<file path="src/rtl/pgm_ddram_arb.sv">
// Three-port DDRAM arbiter: video/CPU single-beat reads with one-entry caches,
// loader writes first, and a starvation guard so video cannot lock out the CPU.
module pgm_ddram_arb (
  input  logic        clk,
  input  logic        reset,
  input  logic        vid_rd,
  input  logic [28:0] vid_addr,
  output logic [63:0] vid_dout,
  output logic        vid_busy,
  output logic        vid_dout_ready,
  input  logic        cpu_rd,
  input  logic [28:0] cpu_addr,
  output logic [63:0] cpu_dout,
  output logic        cpu_busy,
  output logic        cpu_dout_ready,
  input  logic        ld_wr,
  input  logic [28:0] ld_addr,
  input  logic [63:0] ld_din,
  input  logic [7:0]  ld_be,
  output logic        ld_busy,
  input  logic        DDRAM_BUSY,
  output logic [7:0]  DDRAM_BURSTCNT,
  output logic [28:0] DDRAM_ADDR,
  output logic        DDRAM_RD,
  output logic        DDRAM_WE,
  output logic [63:0] DDRAM_DIN,
  output logic [7:0]  DDRAM_BE,
  input  logic [63:0] DDRAM_DOUT,
  input  logic        DDRAM_DOUT_READY
);

  typedef enum logic [2:0] {S_IDLE, S_RD_ISSUE, S_RD_WAIT, S_WR_ISSUE, S_RESP} state_t;
  state_t r_state, w_state_next;

  logic        r_vid_rd_d, r_cpu_rd_d;
  logic        r_vid_pend, r_cpu_pend;
  logic        r_vid_hit, r_cpu_hit;
  logic [28:0] r_vid_addr, r_cpu_addr;
  logic [28:0] r_vid_tag, r_cpu_tag;
  logic [63:0] r_vid_cdata, r_cpu_cdata;
  logic        r_vid_cval, r_cpu_cval;
  logic [63:0] r_vid_dout, r_cpu_dout;
  logic        r_vid_rdy, r_cpu_rdy;
  logic        r_ld_busy;
  logic [28:0] r_ld_addr;
  logic [63:0] r_ld_din;
  logic [7:0]  r_ld_be;
  logic [28:0] r_ddr_addr;
  logic        r_gnt_vid;
  logic [2:0]  r_starve;
  logic        r_drop;

  logic w_vid_cap, w_cpu_cap, w_ld_cap;
  logic w_vid_hit, w_cpu_hit;
  logic w_gnt_cpu, w_rd_grant, w_fill, w_fill_keep, w_inflight;

  assign w_vid_cap   = vid_rd & ~r_vid_rd_d;
  assign w_cpu_cap   = cpu_rd & ~r_cpu_rd_d;
  assign w_ld_cap    = ld_wr & ~r_ld_busy;
  // A write captured alongside a read forces the read to DDRAM so it sees fresh data
  assign w_vid_hit   = r_vid_cval && (vid_addr == r_vid_tag) && !w_ld_cap;
  assign w_cpu_hit   = r_cpu_cval && (cpu_addr == r_cpu_tag) && !w_ld_cap;
  assign w_gnt_cpu   = r_cpu_pend && (!r_vid_pend || (r_starve >= 3'd4));
  assign w_rd_grant  = (r_state == S_IDLE) && !r_ld_busy && (r_vid_pend || r_cpu_pend);
  assign w_fill      = (r_state == S_RD_WAIT) && DDRAM_DOUT_READY && !r_drop;
  assign w_fill_keep = !r_ld_busy && !w_ld_cap;
  assign w_inflight  = ((r_state == S_RD_ISSUE) && !DDRAM_BUSY) ||
                       ((r_state == S_RD_WAIT) && !DDRAM_DOUT_READY);

  always_ff @(posedge clk) begin
    if (reset) r_state <= S_IDLE;
    else       r_state <= w_state_next;
  end

  always_comb begin
    w_state_next = r_state;
    unique case (r_state)
      S_IDLE: begin
        if (r_ld_busy)                     w_state_next = S_WR_ISSUE;
        else if (r_vid_pend || r_cpu_pend) w_state_next = S_RD_ISSUE;
      end
      S_RD_ISSUE: if (!DDRAM_BUSY) w_state_next = S_RD_WAIT;
      S_RD_WAIT:  if (w_fill)      w_state_next = S_RESP;
      S_WR_ISSUE: if (!DDRAM_BUSY) w_state_next = S_IDLE;
      S_RESP:                      w_state_next = S_IDLE;
      default:                     w_state_next = S_IDLE;
    endcase
  end

  always_ff @(posedge clk) begin
    if (reset) begin
      r_vid_rd_d  <= 1'b0;  r_cpu_rd_d  <= 1'b0;
      r_vid_pend  <= 1'b0;  r_cpu_pend  <= 1'b0;
      r_vid_hit   <= 1'b0;  r_cpu_hit   <= 1'b0;
      r_vid_addr  <= '0;    r_cpu_addr  <= '0;
      r_vid_tag   <= '0;    r_cpu_tag   <= '0;
      r_vid_cdata <= '0;    r_cpu_cdata <= '0;
      r_vid_cval  <= 1'b0;  r_cpu_cval  <= 1'b0;
      r_vid_dout  <= '0;    r_cpu_dout  <= '0;
      r_vid_rdy   <= 1'b0;  r_cpu_rdy   <= 1'b0;
      r_ld_busy   <= 1'b0;
      r_ld_addr   <= '0;
      r_ld_din    <= '0;
      r_ld_be     <= '0;
      r_ddr_addr  <= '0;
      r_gnt_vid   <= 1'b0;
      r_starve    <= '0;
      // Remember a read left outstanding so its late data is swallowed
      r_drop      <= w_inflight | (r_drop & ~DDRAM_DOUT_READY);
    end else begin
      r_vid_rd_d <= vid_rd;
      r_cpu_rd_d <= cpu_rd;
      r_vid_rdy  <= 1'b0;
      r_cpu_rdy  <= 1'b0;

      if (DDRAM_DOUT_READY && r_drop) r_drop <= 1'b0;

      if ((r_state == S_IDLE) && r_ld_busy) r_ddr_addr <= r_ld_addr;
      if (w_rd_grant) begin
        r_gnt_vid  <= !w_gnt_cpu;
        r_ddr_addr <= w_gnt_cpu ? r_cpu_addr : r_vid_addr;
        if (w_gnt_cpu)                          r_starve <= '0;
        else if (r_cpu_pend && r_starve != 3'd7) r_starve <= r_starve + 3'd1;
      end

      if ((r_state == S_WR_ISSUE) && !DDRAM_BUSY) r_ld_busy <= 1'b0;

      if (w_fill) begin
        if (r_gnt_vid) begin
          r_vid_dout  <= DDRAM_DOUT;
          r_vid_cdata <= DDRAM_DOUT;
          r_vid_tag   <= r_ddr_addr;
          r_vid_cval  <= w_fill_keep;
          r_vid_rdy   <= 1'b1;
        end else begin
          r_cpu_dout  <= DDRAM_DOUT;
          r_cpu_cdata <= DDRAM_DOUT;
          r_cpu_tag   <= r_ddr_addr;
          r_cpu_cval  <= w_fill_keep;
          r_cpu_rdy   <= 1'b1;
        end
      end

      if (r_state == S_RESP) begin
        if (r_gnt_vid) r_vid_pend <= 1'b0;
        else           r_cpu_pend <= 1'b0;
      end

      if (r_vid_hit) begin
        r_vid_hit  <= 1'b0;
        r_vid_dout <= r_vid_cdata;
        r_vid_rdy  <= 1'b1;
      end
      if (r_cpu_hit) begin
        r_cpu_hit  <= 1'b0;
        r_cpu_dout <= r_cpu_cdata;
        r_cpu_rdy  <= 1'b1;
      end

      // Captures come last so a new edge in the RESP cycle wins over the clear
      if (w_vid_cap) begin
        if (w_vid_hit) r_vid_hit <= 1'b1;
        else begin
          r_vid_pend <= 1'b1;
          r_vid_addr <= vid_addr;
        end
      end
      if (w_cpu_cap) begin
        if (w_cpu_hit) r_cpu_hit <= 1'b1;
        else begin
          r_cpu_pend <= 1'b1;
          r_cpu_addr <= cpu_addr;
        end
      end
      if (w_ld_cap) begin
        r_ld_busy  <= 1'b1;
        r_ld_addr  <= ld_addr;
        r_ld_din   <= ld_din;
        r_ld_be    <= ld_be;
        r_vid_cval <= 1'b0;
        r_cpu_cval <= 1'b0;
      end
    end
  end

  assign vid_dout       = r_vid_dout;
  assign cpu_dout       = r_cpu_dout;
  assign vid_dout_ready = r_vid_rdy;
  assign cpu_dout_ready = r_cpu_rdy;
  assign vid_busy       = r_vid_pend | r_vid_hit | r_vid_rdy;
  assign cpu_busy       = r_cpu_pend | r_cpu_hit | r_cpu_rdy;
  assign ld_busy        = r_ld_busy;

  assign DDRAM_BURSTCNT = 8'd1;
  assign DDRAM_ADDR     = r_ddr_addr;
  assign DDRAM_RD       = (r_state == S_RD_ISSUE);
  assign DDRAM_WE       = (r_state == S_WR_ISSUE);
  assign DDRAM_DIN      = r_ld_din;
  assign DDRAM_BE       = r_ld_be;

endmodule

</file>
<file path="config.mk">
export PLATFORM = sky130hd
export DESIGN_NAME = pgm_ddram_arb
export DESIGN_NICKNAME = d
export VERILOG_FILES = /design/src/rtl/pgm_ddram_arb.sv
export SDC_FILE = /design/constraint.sdc
export NUM_CORES = 1
export LEC_CHECK = 0
export ABC_CLOCK_PERIOD_IN_PS = 2700
export BUFFER_PORTS_ARGS = -buffer_cell sky130_fd_sc_hd__buf_2
export CAP_MARGIN = 20
export CORE_ASPECT_RATIO = 0.8
export CORE_MARGIN = 8
export CORE_UTILIZATION = 31
export CTS_BUF_LIST = sky130_fd_sc_hd__clkbuf_8
export CTS_CLUSTER_DIAMETER = 200
export DETAILED_ROUTE_END_ITERATION = 10
export HOLD_SLACK_MARGIN = 0.03
export SYNTH_ARGS = -nofsm -noshare
export SYNTH_HDL_FRONTEND = slang
export SYNTH_SLANG_ARGS = --single-unit
</file>
<file path="constraint.sdc">
create_clock -name clk -period 2.7 [get_ports clk]
set_input_delay 0.135 -clock clk [delete_from_list [all_inputs] [get_ports clk]]
set_output_delay 0.135 -clock clk [all_outputs]
set_load 0.005 [all_outputs]
</file>
## Word-level counts from Yosys, hierarchy flattened

Cells that the tools add are included.

- Bits of input ports: 230
- Output and inout port bits: 244
- Register bits after elaboration: 521
- Logic and storage cells: 141

- Mux-type cells: 37
- Reductions and logical operators: 45
- Add/subtract/negate cells: 1
- Bitwise gates (word level): 18
- Equal/unequal tests: 12
- $lt $le $gt $ge: 1

Operators with widths:

| operator | count |
|---|---|
| two-way mux 64 bit | 6 |
| two-way mux 29 bit | 3 |
| equality test 29 bit | 2 |
| two-way mux 3 bit | 7 |
| two-way mux 1 bit | 20 |
| logical AND 1 bit | 16 |
| AND reduction 2 bit | 7 |
| nonzero test 2 bit | 7 |
| case mux 3 bit (4 select lines) | 1 |
| NOT 1 bit | 9 |
| inequality test 2 bit, second input constant | 4 |
| zero test 1 bit | 7 |
| equality test 3 x 2 -> 1 bit, second input constant | 2 |
| OR reduction 2 bit | 3 |
| OR 1 bit | 5 |
| AND 1 bit | 4 |
| AND reduction 4 bit | 1 |
| adder 3 x 1 -> 3 bit, second input constant | 1 |
| equality test 3 x 1 -> 1 bit, second input constant | 1 |
| equality test 3 bit, second input constant | 1 |
| greater-or-equal comparator 3 bit, second input constant | 1 |
| zero test 3 bit | 1 |
| logical OR 1 bit | 3 |
| inequality test 3 x 2 -> 1 bit, second input constant | 1 |
| inequality test 3 bit, second input constant | 1 |

## Depth between registers and ports, before layout

- Word-level depth: 6
- Depth in mapped cells: 9
- Mapped depth without buffers: 6

## Worst setup path after synthesis

No wires, ideal clock.

- Kind: flip-flop to flip-flop
- Start: register r_ld_busy, in the netlist ld_busy
- End: register r_cpu_pend
- Period minus slack after synthesis: 1782 ps
- Buffers on the path: 4
- Slack: 918 ps
- Arrival: 1668 ps
- Stages on the path, launching flop included: 9
- Path through: dfxtp_1 buf_2 nand2b_1 clkbuf_1 nand3_1 o41a_1 buf_6 buf_12 o21ba_1

- Longest elaborated chain between the ends: 6

Ends and longest elaborated chain:

| element | line | source |
|---|---|---|
| from (decl) | 44 | `logic r_ld_busy;` |
| from (signal assigned) | 101 | `r_ld_busy <= 1'b0;` |
| from (signal assigned) | 126 | `if ((r_state == S_WR_ISSUE) && !DDRAM_BUSY) r_ld_busy <= 1'b0;` |
| from (signal assigned) | 176 | `r_ld_busy <= 1'b1;` |
| NOT 1 bit | 59 | `assign w_ld_cap = ld_wr & ~r_ld_busy;` |
| AND 1 bit | 59 |  |
| zero test 1 bit | 62 | `assign w_cpu_hit = r_cpu_cval && (cpu_addr == r_cpu_tag) && !w_ld_cap;` |
| logical AND 1 bit | 62 |  |
| two-way mux 1 bit | 169 | `if (w_cpu_hit) r_cpu_hit <= 1'b1;` |
| two-way mux 1 bit | 168 | `if (w_cpu_cap) begin` |
| to (signal assigned) | 93 | `r_vid_pend <= 1'b0; r_cpu_pend <= 1'b0;` |
| to (signal assigned) | 146 | `else r_cpu_pend <= 1'b0;` |
| to (signal assigned) | 171 | `r_cpu_pend <= 1'b1;` |
| to (decl) | 36 | `logic r_vid_pend, r_cpu_pend;` |

No other way between the ends.
A chain may end at the register's enable or synchronous reset.

## Worst setup path after layout

- Start: register r_ld_busy, in the netlist ld_busy
- End: register r_ld_addr[26]

- Longest elaborated chain between the ends: 2

Ends and longest elaborated chain:

| element | line | source |
|---|---|---|
| NOT 1 bit | 59 |  |
| AND 1 bit | 59 |  |
| to (signal assigned) | 177 | `r_ld_addr <= ld_addr;` |
| to (decl) | 45 | `logic [28:0] r_ld_addr;` |

No other way between the ends.

==> flow_summary_export.csv <==
group,metric,value,unit
clock_tree,cts_made_buffers,90,
power,power.density_cell_area,620.0,nW/um^2
synth,synth_enable_flop_cells,1,
layout,fin_nets,3448,
timing,layout_setup_ws,150.5,ps
synth,synth_area_per_cell,8.119,um^2
critical_path,worst_setup_path_startpoint,"ld_busy",
global_routing,vias_in_the_first_global_route,19360,
timing,max_freq,0.3922,GHz
floorplan,die_height,247.7,um
clock_tree,clkSinkCount,521,
layout,ff_latch_area,10440,um^2
timing,finalSetupViolations,0,
drt,wl_per_cell,18.17,um
timing,final_skew,37.08,ps
placement,port_buffers,465,
floorplan,die-area,75720,um^2
floorplan,fp-row-count,85,
layout,area_delta_synth_final,36.24,%
drt,routed_vias_inst,4.868,
timing,hold_viol_final,0,
power,power_share_of_the_sequential_group,46.9,%
timing,report.final.slew_viol_count,0,
layout,proportion_of_layout_cells_with_a_drive_suffix_above_1,20.13,%
global_routing,antenna_found_initial,10,
worst_hold_path,hold_start,"ld_din[59]",
floorplan,core_area,66900,um^2
timing,tns,0,ps
timing,actual_transition_at_the_worst_max_transition_pin,792.1,ps
layout,multi_input_logic_area,9453,um^2
floorplan,fp.dieW,305.7,um
layout,layout_commonest_cell,"sky130_fd_sc_hd__nand2_1",
clock_tree,clockRootBuffer,"sky130_fd_sc_hd__clkbuf_8",
power,p_switching,4.814,mW
power,power.share.switching,27.39,%
layout,commonest_cells_after_routing_fill_and_taps_aside,"sky130_fd_sc_hd__nand2_1, sky130_fd_sc_hd__dfxtp_1, sky130_fd_sc_hd__buf_2, sky130_fd_sc_hd__a21oi_1, sky130_fd_sc_hd__dlygate4sd3_1",
global_routing,grt_pass1_wl,114100,um
synth,synth_compound_area_share,18.54,%
power,pwr-share-comb,12.7,%
global_routing,grt_max_degree,158,
drt,route.antenna.remaining_nets,0,
synth,prevailing_post_synth_register_cell,"sky130_fd_sc_hd__dfxtp_1",
global_routing,grt_overflow,0,
clock_tree,cts_resized,0,
flow_run,max_cap_check_violation_count,0,
critical_path,startpoint_type,"flip-flop",
floorplan,floorplan.io_pins,474,
critical_path,worst_setup_path_end_kind,"flip-flop",
synth,asr_flop_ratio_synth,0,%
clock_tree,clk_pin_slew_worst_paths,60,ps
synth,post_synth_instance_area,20810,um^2
clock_tree,htreeDepth,3,
drt,route.vias.total,20240,
critical_path,r2r-start,"ld_busy",
clock_tree,postCtsSetupRepairBufs,0,
drt,drt_wl_total,75570,um
synth,muxShareOfSynthArea,2.838,%
drt,drc,0,
global_routing,grt_util_all_layers,18.92,%
timing,period_share,94.43,%
clock_tree,cts_max_path_buffers,3,
worst_hold_path,number_of_instances_on_the_worst_hold_path,4,
synth,synth.lib_cells_used.distinct,47,
placement,hpwlAfterDp,50440,um
synth,synth_top_family_by_area,"simple AND/OR/NAND/NOR gates",
synth,yosys_warnings,0,
timing,timing.slew.headroom,47.13,%
synth,post_synthesis_simple_gate_area_fraction,20.91,%
placement,globalplace.congestion,0.8330,
synth,yosys_register_bits,521,
clock_tree,tritoncts,"built",
critical_path,critical_path.max_fanout,24,
timing,finalCriticalPeriod,2550,ps
critical_path,r2r.worst_path.cells,6,
drt,drt-pass1-iter-count,5,
worst_hold_path,worst_min_path_class,"in -> reg",
synth,syn-instance-count,2563,
drt,dr.first_iter.drc_count,1549,
synth,synth.yosys.seq_area_share,50.17,%
run_status,run_status,"finished, final reports clean",
power,clock_power_share,40.4,%
layout,fillerInstances,6605,
floorplan,initial_core_util,31.11,%
synth,synth_fa_ha_area_share,0.1203,%
synth,synth_xor_xnor_area_share,2.483,%
critical_path,critPathArrivalTime,3150,ps
power,power.internal,12.76,mW
critical_path,criticalPathCategory,"reg -> reg",
timing,timing.hold.ws,257.3,ps
critical_path,cp_data_required_time,3300,ps
clock_tree,clk-insertion-delay-late,680,ps
power,total_leakage_power,11.44,nW
power,power.ir.vdd_worst,0.5340,mV
placement,place_ws,528.0,ps
timing,rsz0062_at_grt,"no",
-- repair_timing --
item	CTS	global route
endpoints found under the setup margin	0	0
hold endpoints to repair	451	0
hold buffers	260	0
-- logic make-up after synthesis --
| kind of cell | count (synthesis) |
|---|---|
| xor+xnor | 59 |
| simple gates | 1046 |
| fa+ha+maj | 2 |
| flops | 521 |
| other cells | 2 |
| buf+inv | 229 |
| compound gates | 645 |
| mux | 59 |
-- state kept, by name, indices dropped and copies added, names as in the netlist, 8 cells and up --
signal       cells
r_vid_tag       29
DDRAM_BE         8
r_cpu_addr      29
r_ld_addr       29
vid_dout        64
r_cpu_cdata     64
r_cpu_tag       29
DDRAM_DIN       64
r_vid_addr      29
r_vid_cdata     64
cpu_dout        64
DDRAM_ADDR      29
-- per-stage QoR --
step           std cells  power [mW]  utilization, %  area (um^2)
4_1_cts             4149       17.75           42.35        28330
3_3_place_gp        3734       10.30           35.83        23970
2_1_floorplan       2569       9.385               -        20830
6_report            4158       17.58           42.38        28350
3_5_place_dp        3734       10.30           35.83        23970
5_1_grt             4158       18.35           42.38        28350
-- final timing paths --
kind | endpoint | slack (ps)
worst min-delay path | DDRAM_DIN[59] | 260
worst max register to register | r_ld_addr[26] | 150
worst min register to register | vid_dout[2] | 440
worst max-delay path | r_ld_addr[26] | 150
-- area by class of cell --
class,instances,share of cell area (%)
Clock inverter,47,0.9577
Tap cell,870,3.840
Sequential cell,521,36.84
Antenna cell,9,0.07944
Inverter,7,0.1015
Timing Repair Buffer,777,19.60
Multi-Input combinational cell,1819,33.34
Clock buffer,108,5.243
-- power by group through the flow --
stage               Combinational (mW)  Sequential (mW)  Clock [mW]
CTS                               2.22             8.23        7.29
detailed placement                1.90             8.40           0
floorplan                         1.05             8.33           0
finish                            2.24             8.24        7.10
global placement                  1.91             8.39           0
global route                      2.43             8.27        7.65
-- worst max-delay path: stages (launching register included) --
cell                            delay [ps]
sky130_fd_sc_hd__dfxtp_1               310
sky130_fd_sc_hd__buf_4                 190
sky130_fd_sc_hd__nor2b_4               560
sky130_fd_sc_hd__nand2_1               100
sky130_fd_sc_hd__dlygate4sd3_1         590
sky130_fd_sc_hd__a21oi_1               170
sky130_fd_sc_hd__dlygate4sd3_1         570
-- layer usage --
layer / GRT usage [%] / routed length (um) / part of all wire (%) / vias up
li1: - / - / - / 9898
met1: 24.94 / 33410 / 44 / 9466
met2: 29.68 / 34180 / 45 / 712
met3: 5.080 / 5487 / 7.3 / 163
met4: 6.868 / 2481 / 3.3 / 2
met5: 0 / 9 / 0.012 / -
-- synth_stat cells (12+ instances only) --
library cell               count  share of area (%)
sky130_fd_sc_hd__nand2_1     770                 14
sky130_fd_sc_hd__a21oi_1     415                 10
sky130_fd_sc_hd__xnor2_1      35                1.5
sky130_fd_sc_hd__a21o_1       65                2.3
sky130_fd_sc_hd__buf_4        12               0.43
sky130_fd_sc_hd__o21ai_0      31               0.75
sky130_fd_sc_hd__dfxtp_1     520                 50
sky130_fd_sc_hd__o211ai_1     28                1.0
sky130_fd_sc_hd__nand2b_1    118                3.5
sky130_fd_sc_hd__clkbuf_1    155                2.8
sky130_fd_sc_hd__buf_2        47                1.1
sky130_fd_sc_hd__a311oi_1     93                3.9
sky130_fd_sc_hd__nor2_1      112                2.0
sky130_fd_sc_hd__mux2i_1      59                2.8
sky130_fd_sc_hd__xor2_1       24                1.0
Note: power is estimated with default switching activity, not from simulation.
